`src/rtl/axi4lite_sram_bridge.sv`:
```
// ---------------------------------------------------------------------------
// Module: axi4lite_sram_bridge
//
// AXI4-Lite slave front-end for a single-port byte-enable SyncRam. Write and
// read paths run as two independent FSMs because the SRAM has separate
// write and read ports. The SRAM read latency is a fixed single cycle, and
// this block absorbs it before presenting the R channel.
//
// Optional feature macro: AXI_SRAM_MISALIGN_ERR_EN
//   defined   : accesses with addr[1:0] != 0 answer SLVERR (2'b10). Writes
//               commit with a zero strobe. Reads return zero data.
//   undefined : low address bits are ignored and every response is OKAY.
//
// Ports
//   clock, reset        : clock, synchronous active-high reset
//   s_aw*/s_w*/s_b*     : AXI4-Lite write address / data / response channels
//   s_ar*/s_r*          : AXI4-Lite read address / data channels
//   sram_waddr/wstrb/wdata : SyncRam write port (strobe nonzero only in W_COMMIT)
//   sram_raddr/rdata    : SyncRam read port (rdata valid one cycle after raddr)
// ---------------------------------------------------------------------------
module axi4lite_sram_bridge #(
    parameter int ADDR_WIDTH = 12,
    parameter int DATA_WIDTH = 32,
    localparam int STRB_W = DATA_WIDTH / 8
) (
    input  logic                  clock,
    input  logic                  reset,
    input  logic [ADDR_WIDTH-1:0] s_awaddr,
    input  logic                  s_awvalid,
    output logic                  s_awready,
    input  logic [DATA_WIDTH-1:0] s_wdata,
    input  logic [STRB_W-1:0]     s_wstrb,
    input  logic                  s_wvalid,
    output logic                  s_wready,
    output logic [1:0]            s_bresp,
    output logic                  s_bvalid,
    input  logic                  s_bready,
    input  logic [ADDR_WIDTH-1:0] s_araddr,
    input  logic                  s_arvalid,
    output logic                  s_arready,
    output logic [DATA_WIDTH-1:0] s_rdata,
    output logic [1:0]            s_rresp,
    output logic                  s_rvalid,
    input  logic                  s_rready,
    output logic [ADDR_WIDTH-1:0] sram_waddr,
    output logic [STRB_W-1:0]     sram_wstrb,
    output logic [DATA_WIDTH-1:0] sram_wdata,
    output logic [ADDR_WIDTH-1:0] sram_raddr,
    input  logic [DATA_WIDTH-1:0] sram_rdata
);

    typedef enum logic [1:0] {W_IDLE, W_COMMIT, W_RESP} w_state_t;
    typedef enum logic [1:0] {R_IDLE, R_WAIT, R_RESP} r_state_t;

    w_state_t              w_state;
    r_state_t              r_state;
    logic                  aw_held;
    logic                  w_held;
    logic [ADDR_WIDTH-1:0] aw_addr;
    logic [DATA_WIDTH-1:0] w_data;
    logic [STRB_W-1:0]     w_strb;
    logic                  aw_err;
    logic [ADDR_WIDTH-1:0] ar_addr;
    logic                  ar_err;

    logic aw_hs;
    logic w_hs;
    logic ar_hs;
    logic hazard;
    logic aw_misaligned;
    logic ar_misaligned;

    // Misalignment is only an error when the checking feature is built in.
    // Otherwise the flags are tied off and the low address bits pass to the
    // SRAM untouched.
`ifdef AXI_SRAM_MISALIGN_ERR_EN
    assign aw_misaligned = (s_awaddr[1:0] != 2'b00);
    assign ar_misaligned = (s_araddr[1:0] != 2'b00);
`else
    assign aw_misaligned = 1'b0;
    assign ar_misaligned = 1'b0;
`endif

    // The SRAM is read-first, so a read of the word being committed this
    // cycle would return stale data. The read is held off for one cycle,
    // which lets it see the new value.
    assign hazard = s_arvalid && (w_state == W_COMMIT) &&
                    (s_araddr[ADDR_WIDTH-1:2] == aw_addr[ADDR_WIDTH-1:2]);

    // Readies are forced low during reset so that nothing is accepted while
    // the FSMs are being cleared.
    assign s_awready = !reset && (w_state == W_IDLE) && !aw_held;
    assign s_wready  = !reset && (w_state == W_IDLE) && !w_held;
    assign s_arready = !reset && (r_state == R_IDLE) && !hazard;

    assign aw_hs = s_awvalid && s_awready;
    assign w_hs  = s_wvalid && s_wready;
    assign ar_hs = s_arvalid && s_arready;

    // The write port always shows the latched beat. The strobe is opened
    // only during the single commit cycle, and only when the address is
    // acceptable, so the SRAM updates exactly once per write.
    assign sram_waddr = aw_addr;
    assign sram_wdata = w_data;
    assign sram_wstrb = (!reset && (w_state == W_COMMIT) && !aw_err) ? w_strb : '0;

    // The read address is forwarded combinationally on the handshake cycle so
    // that the SRAM data is ready one cycle later. Outside the handshake the
    // port holds the latched address.
    assign sram_raddr = ar_hs ? s_araddr : ar_addr;

    // Write FSM. AW and W are collected independently, in either order or in
    // the same cycle. Once both are held, the FSM spends one cycle driving
    // the SRAM and then offers the B response until it is taken.
    always_ff @(posedge clock) begin
        if (reset) begin
            w_state  <= W_IDLE;
            aw_held  <= 1'b0;
            w_held   <= 1'b0;
            aw_addr  <= '0;
            w_data   <= '0;
            w_strb   <= '0;
            aw_err   <= 1'b0;
            s_bvalid <= 1'b0;
            s_bresp  <= 2'b00;
        end else begin
            case (w_state)
                W_IDLE: begin
                    if (aw_hs) begin
                        aw_addr <= s_awaddr;
                        aw_err  <= aw_misaligned;
                        aw_held <= 1'b1;
                    end
                    if (w_hs) begin
                        w_data <= s_wdata;
                        w_strb <= s_wstrb;
                        w_held <= 1'b1;
                    end
                    if ((aw_held || aw_hs) && (w_held || w_hs)) begin
                        w_state <= W_COMMIT;
                    end
                end
                W_COMMIT: begin
                    s_bvalid <= 1'b1;
                    s_bresp  <= aw_err ? 2'b10 : 2'b00;
                    w_state  <= W_RESP;
                end
                W_RESP: begin
                    if (s_bready) begin
                        s_bvalid <= 1'b0;
                        aw_held  <= 1'b0;
                        w_held   <= 1'b0;
                        w_state  <= W_IDLE;
                    end
                end
                default: w_state <= W_IDLE;
            endcase
        end
    end

    // Read FSM. The address is accepted, then one cycle is spent waiting for
    // the SRAM output, which is captured. The captured data is held with
    // rvalid until the master takes it. A misaligned read still goes to the
    // SRAM, but the data it returns is discarded.
    always_ff @(posedge clock) begin
        if (reset) begin
            r_state  <= R_IDLE;
            ar_addr  <= '0;
            ar_err   <= 1'b0;
            s_rvalid <= 1'b0;
            s_rdata  <= '0;
            s_rresp  <= 2'b00;
        end else begin
            case (r_state)
                R_IDLE: begin
                    if (ar_hs) begin
                        ar_addr <= s_araddr;
                        ar_err  <= ar_misaligned;
                        r_state <= R_WAIT;
                    end
                end
                R_WAIT: begin
                    s_rdata  <= ar_err ? '0 : sram_rdata;
                    s_rresp  <= ar_err ? 2'b10 : 2'b00;
                    s_rvalid <= 1'b1;
                    r_state  <= R_RESP;
                end
                R_RESP: begin
                    if (s_rready) begin
                        s_rvalid <= 1'b0;
                        r_state  <= R_IDLE;
                    end
                end
                default: r_state <= R_IDLE;
            endcase
        end
    end

endmodule

```
`config.mk`:
```
export PLATFORM = sky130hd
export DESIGN_NAME = axi4lite_sram_bridge
export DESIGN_NICKNAME = d
export VERILOG_FILES = /design/src/rtl/axi4lite_sram_bridge.sv
export SDC_FILE = /design/constraint.sdc
export NUM_CORES = 1
export LEC_CHECK = 0
export BUFFER_PORTS_ARGS = -buffer_cell sky130_fd_sc_hd__clkbuf_2
export CAP_MARGIN = 20
export CORE_UTILIZATION = 50
export CTS_CLUSTER_DIAMETER = 150
export CTS_CLUSTER_SIZE = 12
export DETAILED_ROUTE_END_ITERATION = 12
export PLACE_DENSITY = 0.95
export SYNTH_ARGS = -nofsm -noshare
export SYNTH_HDL_FRONTEND = slang
export SYNTH_SLANG_ARGS = --single-unit
export TNS_END_PERCENT = 20
```
`constraint.sdc`:
```
create_clock -name clock -period 4.75 [get_ports clock]
set_input_delay 0.2375 -clock clock [delete_from_list [all_inputs] [get_ports clock]]
set_output_delay 0.2375 -clock clock [all_outputs]
set_load 0.01 [all_outputs]
```
# Word-level counts from Yosys, hierarchy flattened
# Index checks and enable logic that the tools add are counted.
[word_totals] ramBits=0 memories=0 output_inout_bits=101 input_bits=99 ff_bits=100 latchBits=0 mem_bits_ro=0
[classes] n_mul=0 reduce_logical=31 order_cmp=0 n_eq_ne=11 n_shift=0 div_mod_pow=0 bitwise_logic=0 n_addsub=0 mux=16
[ops] operator="$logic_and 1x1->1" n=12
[ops] operator="$mux 12" n=1
[ops] operator="$pmux 2 s3" n=2
[ops] operator="$reduce_and 2->1" n=6
[ops] operator="$eq 10x10->1" n=1
[ops] operator="$ne 2x2->1 const B" n=5
[ops] operator="$mux 2" n=4
[ops] operator="$pmux 1 s2" n=4
[ops] operator="$reduce_and 3->1" n=2
[ops] operator="$reduce_bool 2->1" n=3
[ops] operator="$eq 2x1->1 const B" n=2
[ops] operator="$eq 2x2->1 const B" n=2
[ops] operator="$logic_not 1->1" n=4
[ops] operator="$logic_not 2->1" n=2
[ops] operator="$mux 1" n=4
[ops] operator="$mux 4" n=1
[ops] operator="$logic_or 1x1->1" n=2
[ops] operator="$ne 2x1->1 const B" n=1

# Longest topological paths before layout
[depth] ltp_word=8 ltp_mapped=7

# Least setup slack after synthesis
# Ideal clock, no wire load.
[synth_timing] path_type="register to output" from="register w_state[1]" to="output port sram_raddr[0]" path_stages_with_launch=8 t_arrival_ns=1.589 n_path_buf=3 path_slack_ns=2.923 cell_sequence="dfxtp_1 > buf_2 > nand3b_4 > nor4_4 > and3_1 > buf_2 > buf_6 > o211ai_2"
[synth_between] elab_chain_len=7
[synth_lines] element="start: declaration" line_no="55" rtl="w_state_t w_state;"
[synth_lines] element="start signal: assignment" line_no="117" rtl="w_state <= W_IDLE;"
[synth_lines] element="start signal: assignment" line_no="140" rtl="w_state <= W_COMMIT;"
[synth_lines] element="start signal: assignment" line_no="146" rtl="w_state <= W_RESP;"
[synth_lines] element="$eq 2x1->1" line_no="87" rtl="assign hazard = s_arvalid && (w_state == W_COMMIT) &&"
[synth_lines] element="$logic_and 1x1->1 (2 in series)" line_no="87"
[synth_lines] element="$logic_not 1->1" line_no="94" rtl="assign s_arready = !reset && (r_state == R_IDLE) && !hazard;"
[synth_lines] element="$logic_and 1x1->1" line_no="94"
[synth_lines] element="$logic_and 1x1->1" line_no="98" rtl="assign ar_hs = s_arvalid && s_arready;"
[synth_lines] element="$mux 12"
[synth_lines] element="end: declaration" line_no="48" rtl="output logic [ADDR_WIDTH-1:0] sram_raddr,"
# Every way passes these cells.

# Final worst setup path
[layout_timing] from="register w_state[0]" to="output port sram_raddr[8]"
# The elaborated chain is that of the path after synthesis.

==> flow_metrics.py <==
metrics = {
    "finish": {
        "fillerInstances": 661,
        "final_net_count": 822,
        "synthToLayoutAreaGrowth_pct": 28.82,
        "num_antenna_cells": 0,
        "drive_gt1_share_pct": 32.28,
        "stdcell_count": 833,
    },
    "routing": {
        "viasPerCell": 5.373,
        "routed_wl_um": 11420,
        "via_count": 4476,
        "drt_iter0_markers": 175,
        "ant_nets": 0,
        "drc": 0,
        "dr.pass1.iters": 4,
        "wire_per_inst_um": 13.71,
    },
    "synth": {
        "synth-adder-area-share_pct": 0,
        "synth-compound-area-share_pct": 18.23,
        "mappedNetlistArea_um2": 4345,
        "avgSynthCellArea_um2": 7.844,
        "synthArstFlopShare_pct": 0,
        "synth_top_family_by_area": "simple AND/OR/NAND/NOR gates",
        "synth_top_area_share_pct": 46.07,
        "yosysTopAreaCell": "dfxtp_1",
        "ys_seq_area_share_pct": 46.07,
        "yosysMostFrequentCell": "nand2_1",
        "synth-simple-area-share_pct": 28.30,
        "ys_seq_elements": 100,
        "synthTopCellsByArea": "dfxtp_1 (46%), nand2_1 (15%), a21oi_1 (9.7%)",
        "synth_mux_area_share_pct": 0,
        "synth_edf_count": 0,
        "synthFlopType": "dfxtp_1",
        "synth-xor-area-share_pct": 2.016,
        "yosysWarnings": 0,
        "yosysUniqueCellTypes": 32,
        "yosys-top-cells-count": "nand2_1 (179), dfxtp_1 (100), a21oi_1 (84), clkbuf_1 (26)",
        "synth_cells": 554,
    },
    "floorplanning": {
        "start_util_pct": 52.36,
        "dieArea_um2": 9068,
        "pin_count": 200,
        "die-width_um": 95.23,
        "core_region_area_um2": 8299,
        "placementRows": 33,
        "fp.dieH_um": 95.23,
    },
    "global_route": {
        "grt_max_degree": 105,
        "top_usage_layer": "met2",
        "grt_overflow": 0,
        "grtUsageTotal_pct": 24.53,
        "grt_util_met1_pct": 28.85,
        "grt_first_pass_wirelength_um": 17730,
        "grt_pass1_vias": 4014,
        "grt_use_met3_pct": 6.619,
        "grt_util_met2_pct": 42.20,
        "grt_antenna_before_repair": 0,
    },
    "timing": {
        "fmax_mhz": 329.6,
        "rsz0062_at_grt": "false",
        "post-route-min-period_ns": 3.034,
        "fin_setup_tns_ns": 0,
        "finalHoldViolCount": 0,
        "maxSlewHeadroom_pct": 28.02,
        "worstMarginPinSlew_ns": 1.071,
        "fin_skew_ns": 0.01892,
        "fin_ws_ns": 1.716,
        "setup_viol": 0,
        "slew_viol_final": 0,
        "period_share_pct": 63.88,
    },
    "clock_network": {
        "cts_setup_buffers": 0,
        "cts_buffers": 9,
        "cts.sinks": 100,
        "post_cts_resize_count": 0,
        "clk_latency_ns": 0.36,
        "cts_tree": "built",
        "cts_max_level": 3,
        "clockRootBuffer": "clkbuf_8",
        "clkTransAtPathRegs_ns": 0.10,
        "cts_max_path_buffers": 2,
        "cts_hold_buffers": 0,
    },
    "power_and_ir_drop": {
        "max-vdd-ir-drop_uv": 216.9,
        "p_per_area_nw_per_um2": 331.4,
        "leakage_nw": 2.560,
    },
    "critical_path": {
        "critPathRequiredTime_ns": 4.51,
        "cp.arrival_ns": 2.80,
        "critical_path_class": "reg2out",
        "startpoint_type": "register",
        "worstPathMaxFanout": 37,
        "endpoint_kind": "output port",
    },
    "placed_design": {
        "finalWeightedCongestion": 0.8256,
        "place_inst": 812,
        "pre_cts_slack_ns": 2.134,
        "port_buffers": 195,
        "hpwlAfterDp_um": 8037,
    },
    "worst_hold_path": {
        "hold_class": "in2reg",
    },
    "job": {
        "drv_cap": 0,
    },
    "run_status": {
        "outcome": "completed",
    },
}
-- through the flow --
stage               hold slack (ns)  instance area, µm²  power (mW)  util [%]
finish                      0.09694                5598       1.855     67.45
global route                0.07498                5598       1.952     67.45
CTS                         0.07563                5505       1.862     66.34
detailed placement           0.4436                5284       1.261     63.67
global placement             0.4373                5284       1.245     63.67
floorplan                    0.3735                4357       1.137         -
-- cell families (layout without fill, tap and decap cells) --
group | after synthesis | in the layout
simple gates | 268 | 268
xor+xnor | 10 | 10
flops | 100 | 100
buf+inv | 49 | 220
other cells | 1 | 4
compound gates | 126 | 126
-- report_power, final --
part | switching [mW] | leakage (nW) | internal (mW)
clock | 0.301 | 0.106 | 0.300
combinational | 0.185 | 1.64 | 0.141
sequential | 0.0374 | 0.817 | 0.891
total | 0.523 | 2.56 | 1.33
-- placed cells by master (no fill, tap or decap), types with 3 or more instances in the layout --
cell type | synthesis | final
xor2_1 | 10 | 10
o211ai_2 | 9 | 9
a2bb2oi_1 | 12 | 12
nand3_1 | 24 | 24
nor2b_1 | 16 | 15
nand2b_1 | 3 | 3
a21oi_1 | 84 | 84
conb_1 | 1 | 4
buf_4 | 7 | 5
nand4_1 | 24 | 24
a21o_1 | 12 | 12
o211ai_1 | 3 | 3
nor2_1 | 7 | 7
clkbuf_2 | 0 | 194
nand2_1 | 179 | 179
dfxtp_1 | 100 | 100
and2_1 | 5 | 5
clkbuf_8 | 0 | 9
-- critical path, stage by stage, from the launching register on --
cell	delay [ns]
dfxtp_1	0.56
nand3b_4	0.12
nor4_4	0.25
buf_4	0.38
and3_1	0.72
o211ai_1	0.24
clkbuf_2	0.18
-- area by class of cell --
type                       instances  area, µm²  share of cell area, %
multi-input combinational        408       2146                  38.33
clock inverter                     7      97.59                  1.743
inverter                           1      3.754                0.06705
tap                              105      131.4                  2.347
sequential                       100       2002                  35.76
clock buffer                       9      123.9                  2.213
timing repair buffer             203       1094                  19.54
-- metal layers --
layer | vias to the layer above | wire, µm
met5 | - | 0
met4 | 0 | 189
met3 | 18 | 913
met2 | 179 | 5690
met1 | 2067 | 4627
li1 | 2212 | -
-- registers in the layout (all words and copies together), names as in the netlist --
name	cells
s_rdata	32
sram_wdata	32
ar_addr	12
sram_waddr	12
w_strb	4
r_state	2
w_state	2
aw_held	1
s_bvalid	1
s_rvalid	1
w_held	1
-- path summary, 6_finish.rpt --
path	start	to	slack (ns)	cells after the start
max	w_state[0]	sram_raddr[8]	1.72	6
min	sram_rdata[5]	s_rdata[5]	0.1	3
min reg2reg	w_strb[3]	w_strb[3]	0.45	2
max reg2reg	w_state[0]	sram_waddr[8]	2.50	4
Power figures use the tool's default switching activity.
